===== config.mk =====
export PLATFORM = sky130hd
export DESIGN_NAME = sensor_monitor_flat
export DESIGN_NICKNAME = d
export VERILOG_FILES = /design/src/rtl/sensor_monitor_if.sv /design/src/rtl/sensor_monitor.sv /design/src/flat_wrapper.sv
export SDC_FILE = /design/constraint.sdc
export NUM_CORES = 1
export LEC_CHECK = 0
export CAP_MARGIN = 0
export CORE_MARGIN = 4
export CORE_UTILIZATION = 46
export CTS_CLUSTER_DIAMETER = 150
export DETAILED_ROUTE_END_ITERATION = 8
export GPL_TIMING_DRIVEN = 0
export PLACE_DENSITY = 0.8
export SLEW_MARGIN = 20
export SYNTH_ARGS = -nofsm -noshare
export SYNTH_HDL_FRONTEND = slang
export SYNTH_SLANG_ARGS = --single-unit
export TNS_END_PERCENT = 5

===== constraint.sdc =====
create_clock -name clk -period 2.72 [get_ports clk]
set_input_delay 0.544 -clock clk [delete_from_list [all_inputs] [get_ports clk]]
set_output_delay 0.544 -clock clk [all_outputs]
set_load 0.02 [all_outputs]

===== src/rtl/sensor_monitor_if.sv =====
// rtl/sensor_monitor_if.sv - sensor monitor signal bundle
// Sensor input, control and readout signals grouped for the monitor and its driver.
interface sensor_monitor_if #(
  parameter int CNT_W = 8
);
  logic             delayed_clk;
  logic             en;
  logic             clear;
  logic [CNT_W-1:0] threshold;
  logic             alarm;
  logic [CNT_W-1:0] event_count;
  logic             window_done;
  logic [1:0]       state;

  modport master (
    output delayed_clk, en, clear, threshold,
    input  alarm, event_count, window_done, state
  );

  modport slave (
    input  delayed_clk, en, clear, threshold,
    output alarm, event_count, window_done, state
  );
endinterface


===== src/rtl/sensor_monitor.sv =====
// rtl/sensor_monitor.sv - delay-line timing event monitor
// Samples the sensor's delayed clock, counts mismatches per window, raises a sticky alarm.
module sensor_monitor #(
  parameter int   WINDOW_W = 8,
  parameter int   CNT_W    = 8,
  parameter int   WARMUP   = 4,
  parameter logic EXPECTED = 1'b0
) (
  input logic             clk,
  input logic             rst,
  sensor_monitor_if.slave bus
);
  localparam int WC_W = $clog2(WARMUP);
  localparam logic [WC_W-1:0] WC_LAST = WC_W'(WARMUP - 1);

  typedef enum logic [1:0] {
    ST_IDLE    = 2'd0,
    ST_WARMUP  = 2'd1,
    ST_MONITOR = 2'd2,
    ST_ALARM   = 2'd3
  } state_t;

  state_t              state_q, state_d;
  logic                s1_q, s1_d, s2_q, s2_d;
  logic [WC_W-1:0]     wcnt_q, wcnt_d;
  logic [WINDOW_W-1:0] win_cnt_q, win_cnt_d;
  logic [CNT_W-1:0]    ev_cnt_q, ev_cnt_d;
  logic [CNT_W-1:0]    event_count_q, event_count_d;
  logic                alarm_q, alarm_d;
  logic                window_done_q, window_done_d;
  logic                mismatch;
  logic [CNT_W-1:0]    ev_sum;

  always_comb begin
    s1_d          = bus.delayed_clk;
    s2_d          = s1_q;
    mismatch      = (s2_q != EXPECTED);
    ev_sum        = (mismatch && (ev_cnt_q != '1)) ? ev_cnt_q + CNT_W'(1) : ev_cnt_q;
    state_d       = state_q;
    wcnt_d        = wcnt_q;
    win_cnt_d     = win_cnt_q;
    ev_cnt_d      = ev_cnt_q;
    event_count_d = event_count_q;
    alarm_d       = alarm_q;
    window_done_d = 1'b0;

    if (!bus.en) begin
      // Disable keeps alarm and last readout; only counters are flushed.
      state_d   = ST_IDLE;
      wcnt_d    = '0;
      win_cnt_d = '0;
      ev_cnt_d  = '0;
      if (state_q == ST_IDLE && bus.clear) event_count_d = '0;
    end else begin
      unique case (state_q)
        ST_IDLE: begin
          state_d = ST_WARMUP;
          wcnt_d  = '0;
          if (bus.clear) event_count_d = '0;
        end
        ST_WARMUP: begin
          if (bus.clear) event_count_d = '0;
          if (wcnt_q == WC_LAST) begin
            state_d = ST_MONITOR;
            wcnt_d  = '0;
          end else begin
            wcnt_d = wcnt_q + WC_W'(1);
          end
        end
        ST_MONITOR, ST_ALARM: begin
          if (bus.clear) begin
            state_d       = ST_WARMUP;
            alarm_d       = 1'b0;
            event_count_d = '0;
            wcnt_d        = '0;
            win_cnt_d     = '0;
            ev_cnt_d      = '0;
          end else if (state_q == ST_MONITOR) begin
            if (win_cnt_q == '1) begin
              event_count_d = ev_sum;
              window_done_d = 1'b1;
              win_cnt_d     = '0;
              ev_cnt_d      = '0;
              if ((bus.threshold != '0) && (ev_sum >= bus.threshold)) begin
                state_d = ST_ALARM;
                alarm_d = 1'b1;
              end
            end else begin
              win_cnt_d = win_cnt_q + WINDOW_W'(1);
              ev_cnt_d  = ev_sum;
            end
          end
        end
        default: state_d = ST_IDLE;
      endcase
    end
  end

  always_ff @(posedge clk or posedge rst) begin
    if (rst) begin
      state_q       <= ST_IDLE;
      s1_q          <= 1'b0;
      s2_q          <= 1'b0;
      wcnt_q        <= '0;
      win_cnt_q     <= '0;
      ev_cnt_q      <= '0;
      event_count_q <= '0;
      alarm_q       <= 1'b0;
      window_done_q <= 1'b0;
    end else begin
      state_q       <= state_d;
      s1_q          <= s1_d;
      s2_q          <= s2_d;
      wcnt_q        <= wcnt_d;
      win_cnt_q     <= win_cnt_d;
      ev_cnt_q      <= ev_cnt_d;
      event_count_q <= event_count_d;
      alarm_q       <= alarm_d;
      window_done_q <= window_done_d;
    end
  end

  assign bus.state       = state_q;
  assign bus.alarm       = alarm_q;
  assign bus.event_count = event_count_q;
  assign bus.window_done = window_done_q;
endmodule


===== src/flat_wrapper.sv =====
// flat-port wrapper written by rule: the top's interface ports become plain ports
module sensor_monitor_flat 
#(
  parameter int   WINDOW_W = 8,
  parameter int   CNT_W    = 8,
  parameter int   WARMUP   = 4,
  parameter logic EXPECTED = 1'b0
)
  (clk, rst, bus_delayed_clk, bus_en, bus_clear, bus_threshold, bus_alarm, bus_event_count, bus_window_done, bus_state);
  sensor_monitor_if #(.CNT_W(CNT_W)) bus_i ();
  input logic clk;
  input logic rst;
  input wire logic [$bits(bus_i.delayed_clk)-1:0] bus_delayed_clk;
  input wire logic [$bits(bus_i.en)-1:0] bus_en;
  input wire logic [$bits(bus_i.clear)-1:0] bus_clear;
  input wire logic [$bits(bus_i.threshold)-1:0] bus_threshold;
  output wire logic [$bits(bus_i.alarm)-1:0] bus_alarm;
  output wire logic [$bits(bus_i.event_count)-1:0] bus_event_count;
  output wire logic [$bits(bus_i.window_done)-1:0] bus_window_done;
  output wire logic [$bits(bus_i.state)-1:0] bus_state;
  assign bus_i.delayed_clk = bus_delayed_clk;
  assign bus_i.en = bus_en;
  assign bus_i.clear = bus_clear;
  assign bus_i.threshold = bus_threshold;
  assign bus_alarm = bus_i.alarm;
  assign bus_event_count = bus_i.event_count;
  assign bus_window_done = bus_i.window_done;
  assign bus_state = bus_i.state;
  sensor_monitor #(.WINDOW_W(WINDOW_W), .CNT_W(CNT_W), .WARMUP(WARMUP), .EXPECTED(EXPECTED)) u_core (.clk(clk), .rst(rst), .bus(bus_i));
endmodule

==> out/qor.json <==
{
  "run_status": {
    "status": "finished, final reports clean"
  },
  "grt": {
    "globalRouteTotalUtil_pct": 17.0,
    "grt-busiest-layer": "met2",
    "grt_start_max_net_pins": 33,
    "wire_length_of_the_first_global_routing_pass_um": 6890,
    "antenna_found_initial": 0,
    "grtUsageMet2_pct": 27.1,
    "globalRouteMet3Util_pct": 4.21,
    "met1_resource_use_gr_pct": 22.2,
    "number_of_global_route_vias_before_repair": 1557,
    "overflow": 0
  },
  "worst_hold_path": {
    "min_path_type": "flop to flop"
  },
  "power_and_ir_drop": {
    "p_sw_share_pct": 22.5,
    "cellLeakagePower_uw": 0.00102,
    "combinationalPowerShare_pct": 7.3,
    "switchingPower_uw": 228,
    "pwr-share-seq_pct": 47.8,
    "ir_worst_vdd_mv": 0.303,
    "pwr-share-clk_pct": 44.9,
    "powerDensity_nw_per_um2": 438,
    "internal_power_uw": 785
  },
  "floorplanning": {
    "area_of_the_core_um2": 3770,
    "initial_core_util_pct": 49.2,
    "top_level_ports": 25,
    "die-area_um2": 5110,
    "rows": 22,
    "die_width_um": 71.5,
    "die_outline_height_um": 71.5
  },
  "worst_setup_path": {
    "worstSetupEndpointType": "flop",
    "cp_data_arrival_time_ps": 2760,
    "critPathLaunchType": "flop",
    "timing.setup.critical_path_class": "flop to flop",
    "worstPathMaxFanout": 6,
    "cp_data_required_time_ps": 2940
  },
  "cts": {
    "clock_latency_on_the_worst_skew_pair_ps": 290,
    "tritoncts_clock_tree": "done",
    "clk_root_buffer_cell": "sky130_fd_sc_hd__clkbuf_8",
    "clkSlewWorstSetupHoldPaths_ps": 70,
    "number_of_post_cts_setup_repair_buffers": 0,
    "tritoncts.num_buffers": 5,
    "clkSinkCount": 32,
    "cts_buffer_depth": 2,
    "h-tree-depth": 2
  },
  "yosys": {
    "synth_top_area_share_pct": 43.2,
    "synth_enable_flop_cells": 0,
    "synthArstFlopShare_pct": 100,
    "synth_area_leaders": "sky130_fd_sc_hd__dfrtp_1 43%, sky130_fd_sc_hd__ha_1 7.4%, sky130_fd_sc_hd__a22o_1 4.2%",
    "synth.distinct_cells": 51,
    "yosys.cell_count.top_type": "sky130_fd_sc_hd__dfrtp_1",
    "mappedNetlistNets": 210,
    "synth.top_cells.by_count": "32 x sky130_fd_sc_hd__dfrtp_1, 14 x sky130_fd_sc_hd__nand2_1, 13 x sky130_fd_sc_hd__nor2_1",
    "yosys_most_used_dff": "sky130_fd_sc_hd__dfrtp_1",
    "synthesis.yosys.warnings": 0,
    "syn-instance-count": 186,
    "synth_area_leader": "sky130_fd_sc_hd__dfrtp_1",
    "postSynthRegisterBits": 32,
    "syn_area_um2": 1860,
    "seq_area_frac_synth_pct": 43.2,
    "synthesized_area_divided_by_synthesized_cell_count_um2": 9.98
  },
  "timing": {
    "timing_worst_slew_pin_value_ps": 698,
    "drv_slew": 0,
    "worst_case_headroom_to_the_max_slew_limit_pct": 53.3,
    "unrepaired_setup_endpoints_after_global_routing": "false",
    "hold-worst-slack_ps": 349,
    "final.setup_skew_ps": 6.12,
    "setup_violations": 0,
    "timing.final.crit_share_pct": 93.5,
    "fmax_mhz": 393,
    "hold_viol_final": 0,
    "setup_tns_ps": 0,
    "min_cycle_time_layout_ps": 2540
  },
  "placed_design": {
    "placement.cell_area_um2": 2150,
    "gp_congestion": 0.888,
    "placement.io_buffers": 23,
    "dp.final_hpwl_um": 2750
  },
  "detailed_routing": {
    "drt_pre_antenna_iters": 4,
    "iteration_0_drc_count_of_the_detailed_router": 96,
    "wl_um": 3920,
    "vias": 1520,
    "routed_wire_length_per_instance_um": 14.8,
    "drcViolationCount": 0,
    "drt.antenna.violating_nets": 0,
    "viasPerCell": 5.74
  },
  "layout": {
    "finish.instance_area_um2": 2310,
    "fillCellCount": 297,
    "syn2layout_area_growth_pct": 24.7,
    "area_of_combinational_cells_with_multiple_inputs_um2": 1030,
    "layout.area.seq_um2": 803,
    "antenna-diode-count": 0,
    "nets": 240,
    "post_route_cells_drive_above_1_share_pct": 14.7
  },
  "flow_run": {
    "cap_viol_max_count": 0
  }
}
[routing by layer]
layer  part of all wire, %  routed length, µm  up-vias
met5                     0                  0        -
met4                   2.3                 91        0
met3                   3.1                121        8
met2                    48               1870       25
met1                    47               1830      738
li1                      -                  -      749
[placed cells by master (no fill, tap or decap), types with 2 or more instances in the layout]
cell type and n:
sky130_fd_sc_hd__nor3b_1 2, sky130_fd_sc_hd__clkbuf_8 5, sky130_fd_sc_hd__inv_2 2, sky130_fd_sc_hd__clkdlybuf4s50_1 23, sky130_fd_sc_hd__buf_2 2, sky130_fd_sc_hd__and4_1 2, sky130_fd_sc_hd__nor2_1 13, sky130_fd_sc_hd__mux2_2 3
sky130_fd_sc_hd__o21ai_1 2, sky130_fd_sc_hd__xnor2_1 4, sky130_fd_sc_hd__nand3b_1 3, sky130_fd_sc_hd__nor2b_1 2, sky130_fd_sc_hd__nand2_1 14, sky130_fd_sc_hd__a21oi_1 8, sky130_fd_sc_hd__a31oi_1 2, sky130_fd_sc_hd__a21boi_0 2
sky130_fd_sc_hd__a2111oi_4 2, sky130_fd_sc_hd__o21ai_2 2, sky130_fd_sc_hd__nand4_1 4, sky130_fd_sc_hd__o31ai_1 2, sky130_fd_sc_hd__a21o_1 2, sky130_fd_sc_hd__dfrtp_2 2, sky130_fd_sc_hd__nor3_1 2, sky130_fd_sc_hd__or4_1 2
sky130_fd_sc_hd__o211ai_1 2, sky130_fd_sc_hd__and2_1 3, sky130_fd_sc_hd__a22o_1 9, sky130_fd_sc_hd__o2bb2ai_1 2, sky130_fd_sc_hd__o21ai_0 9, sky130_fd_sc_hd__and3_1 2, sky130_fd_sc_hd__inv_1 10, sky130_fd_sc_hd__dfrtp_1 30
sky130_fd_sc_hd__ha_1 10, sky130_fd_sc_hd__nand2b_1 4, sky130_fd_sc_hd__nand3_1 6
[flip-flops by register name, summed over array words and instances (netlist names)]
| signal | cells |
|---|---|
| u_core.bus.alarm | 1 |
| u_core.bus.event_count | 8 |
| u_core.bus.state | 2 |
| u_core.bus.window_done | 1 |
| u_core.ev_cnt_q | 8 |
| u_core.mismatch | 1 |
| u_core.s1_q | 1 |
| u_core.wcnt_q | 2 |
| u_core.win_cnt_q | 8 |
[cells by family (layout without fill, tap and decap cells)]
logic type | count (synthesis) | count (layout) | synth area share (%)
mux | 4 | 4 | 2.36
simple gates | 67 | 67 | 21.2
xor+xnor | 5 | 5 | 2.36
compound gates | 50 | 50 | 19.1
buf+inv | 17 | 48 | 4.45
fa+ha+maj | 11 | 11 | 7.42
flops | 32 | 32 | 43.2
[critical path: stages, from the launching register on]
cell and delay (ps):
sky130_fd_sc_hd__dfrtp_2 420, sky130_fd_sc_hd__ha_4 180, sky130_fd_sc_hd__nand3_2 100, sky130_fd_sc_hd__or4b_1 530
sky130_fd_sc_hd__o21ai_2 110, sky130_fd_sc_hd__inv_2 50, sky130_fd_sc_hd__ha_1 310, sky130_fd_sc_hd__nand4_1 140
sky130_fd_sc_hd__a2111oi_4 390, sky130_fd_sc_hd__o21ai_1 100, sky130_fd_sc_hd__a21oi_1 150
[power groups by stage]
stage	combinational, µW	clock [µW]	sequential (µW)
after floorplan	39.0	0	493
after global placement	68.8	0	493
after detailed placement	70.3	0	493
after CTS	73.7	470	484
after global routing	84.0	490	484
final	74.4	455	484
[per-stage QoR]
| stage | cells | power [µW] | setup slack (ps) | utilization (%) |
|---|---|---|---|---|
| after floorplan | 186 | 532 | 226 | - |
| after global placement | 257 | 561 | -167 | 56.9 |
| after detailed placement | 257 | 563 | -218 | 56.9 |
| after CTS | 265 | 1030 | 23.4 | 60.6 |
| after global routing | 265 | 1060 | 36.8 | 61.3 |
| final | 265 | 1010 | 176 | 61.3 |
[area by class of cell]
| class | count | share of cell area [%] |
|---|---|---|
| Sequential cell | 32 | 34.7 |
| Multi-Input combinational cell | 137 | 44.3 |
| Buffer | 4 | 1.24 |
| Clock buffer | 5 | 2.97 |
| Inverter | 13 | 2.33 |
| Clock inverter | 3 | 1.84 |
| Timing Repair Buffer | 23 | 9.95 |
| Tap cell | 48 | 2.60 |
[what timing repair did]
item,4_1_cts,5_1_grt
hold buffers,0,0
gates resized for setup,6,5
hold endpoints to repair,0,0
endpoints found under the setup margin,2,2
pin swaps,1,0
[worst paths after layout]
kind	endpoint	depth (start not counted)	slack, ps	from
max reg2reg	u_core.bus.state[0]	10	180	u_core.ev_cnt_q[0]
max	u_core.bus.state[0]	10	180	u_core.ev_cnt_q[0]
max in group asynchronous	u_core.ev_cnt_q[0]	2	1590	rst
min	u_core.mismatch	0	350	u_core.s1_q
min in group asynchronous	u_core.win_cnt_q[3]	2	670	rst
min reg2reg	u_core.mismatch	0	350	u_core.s1_q
(Power assumes the default switching activity.)
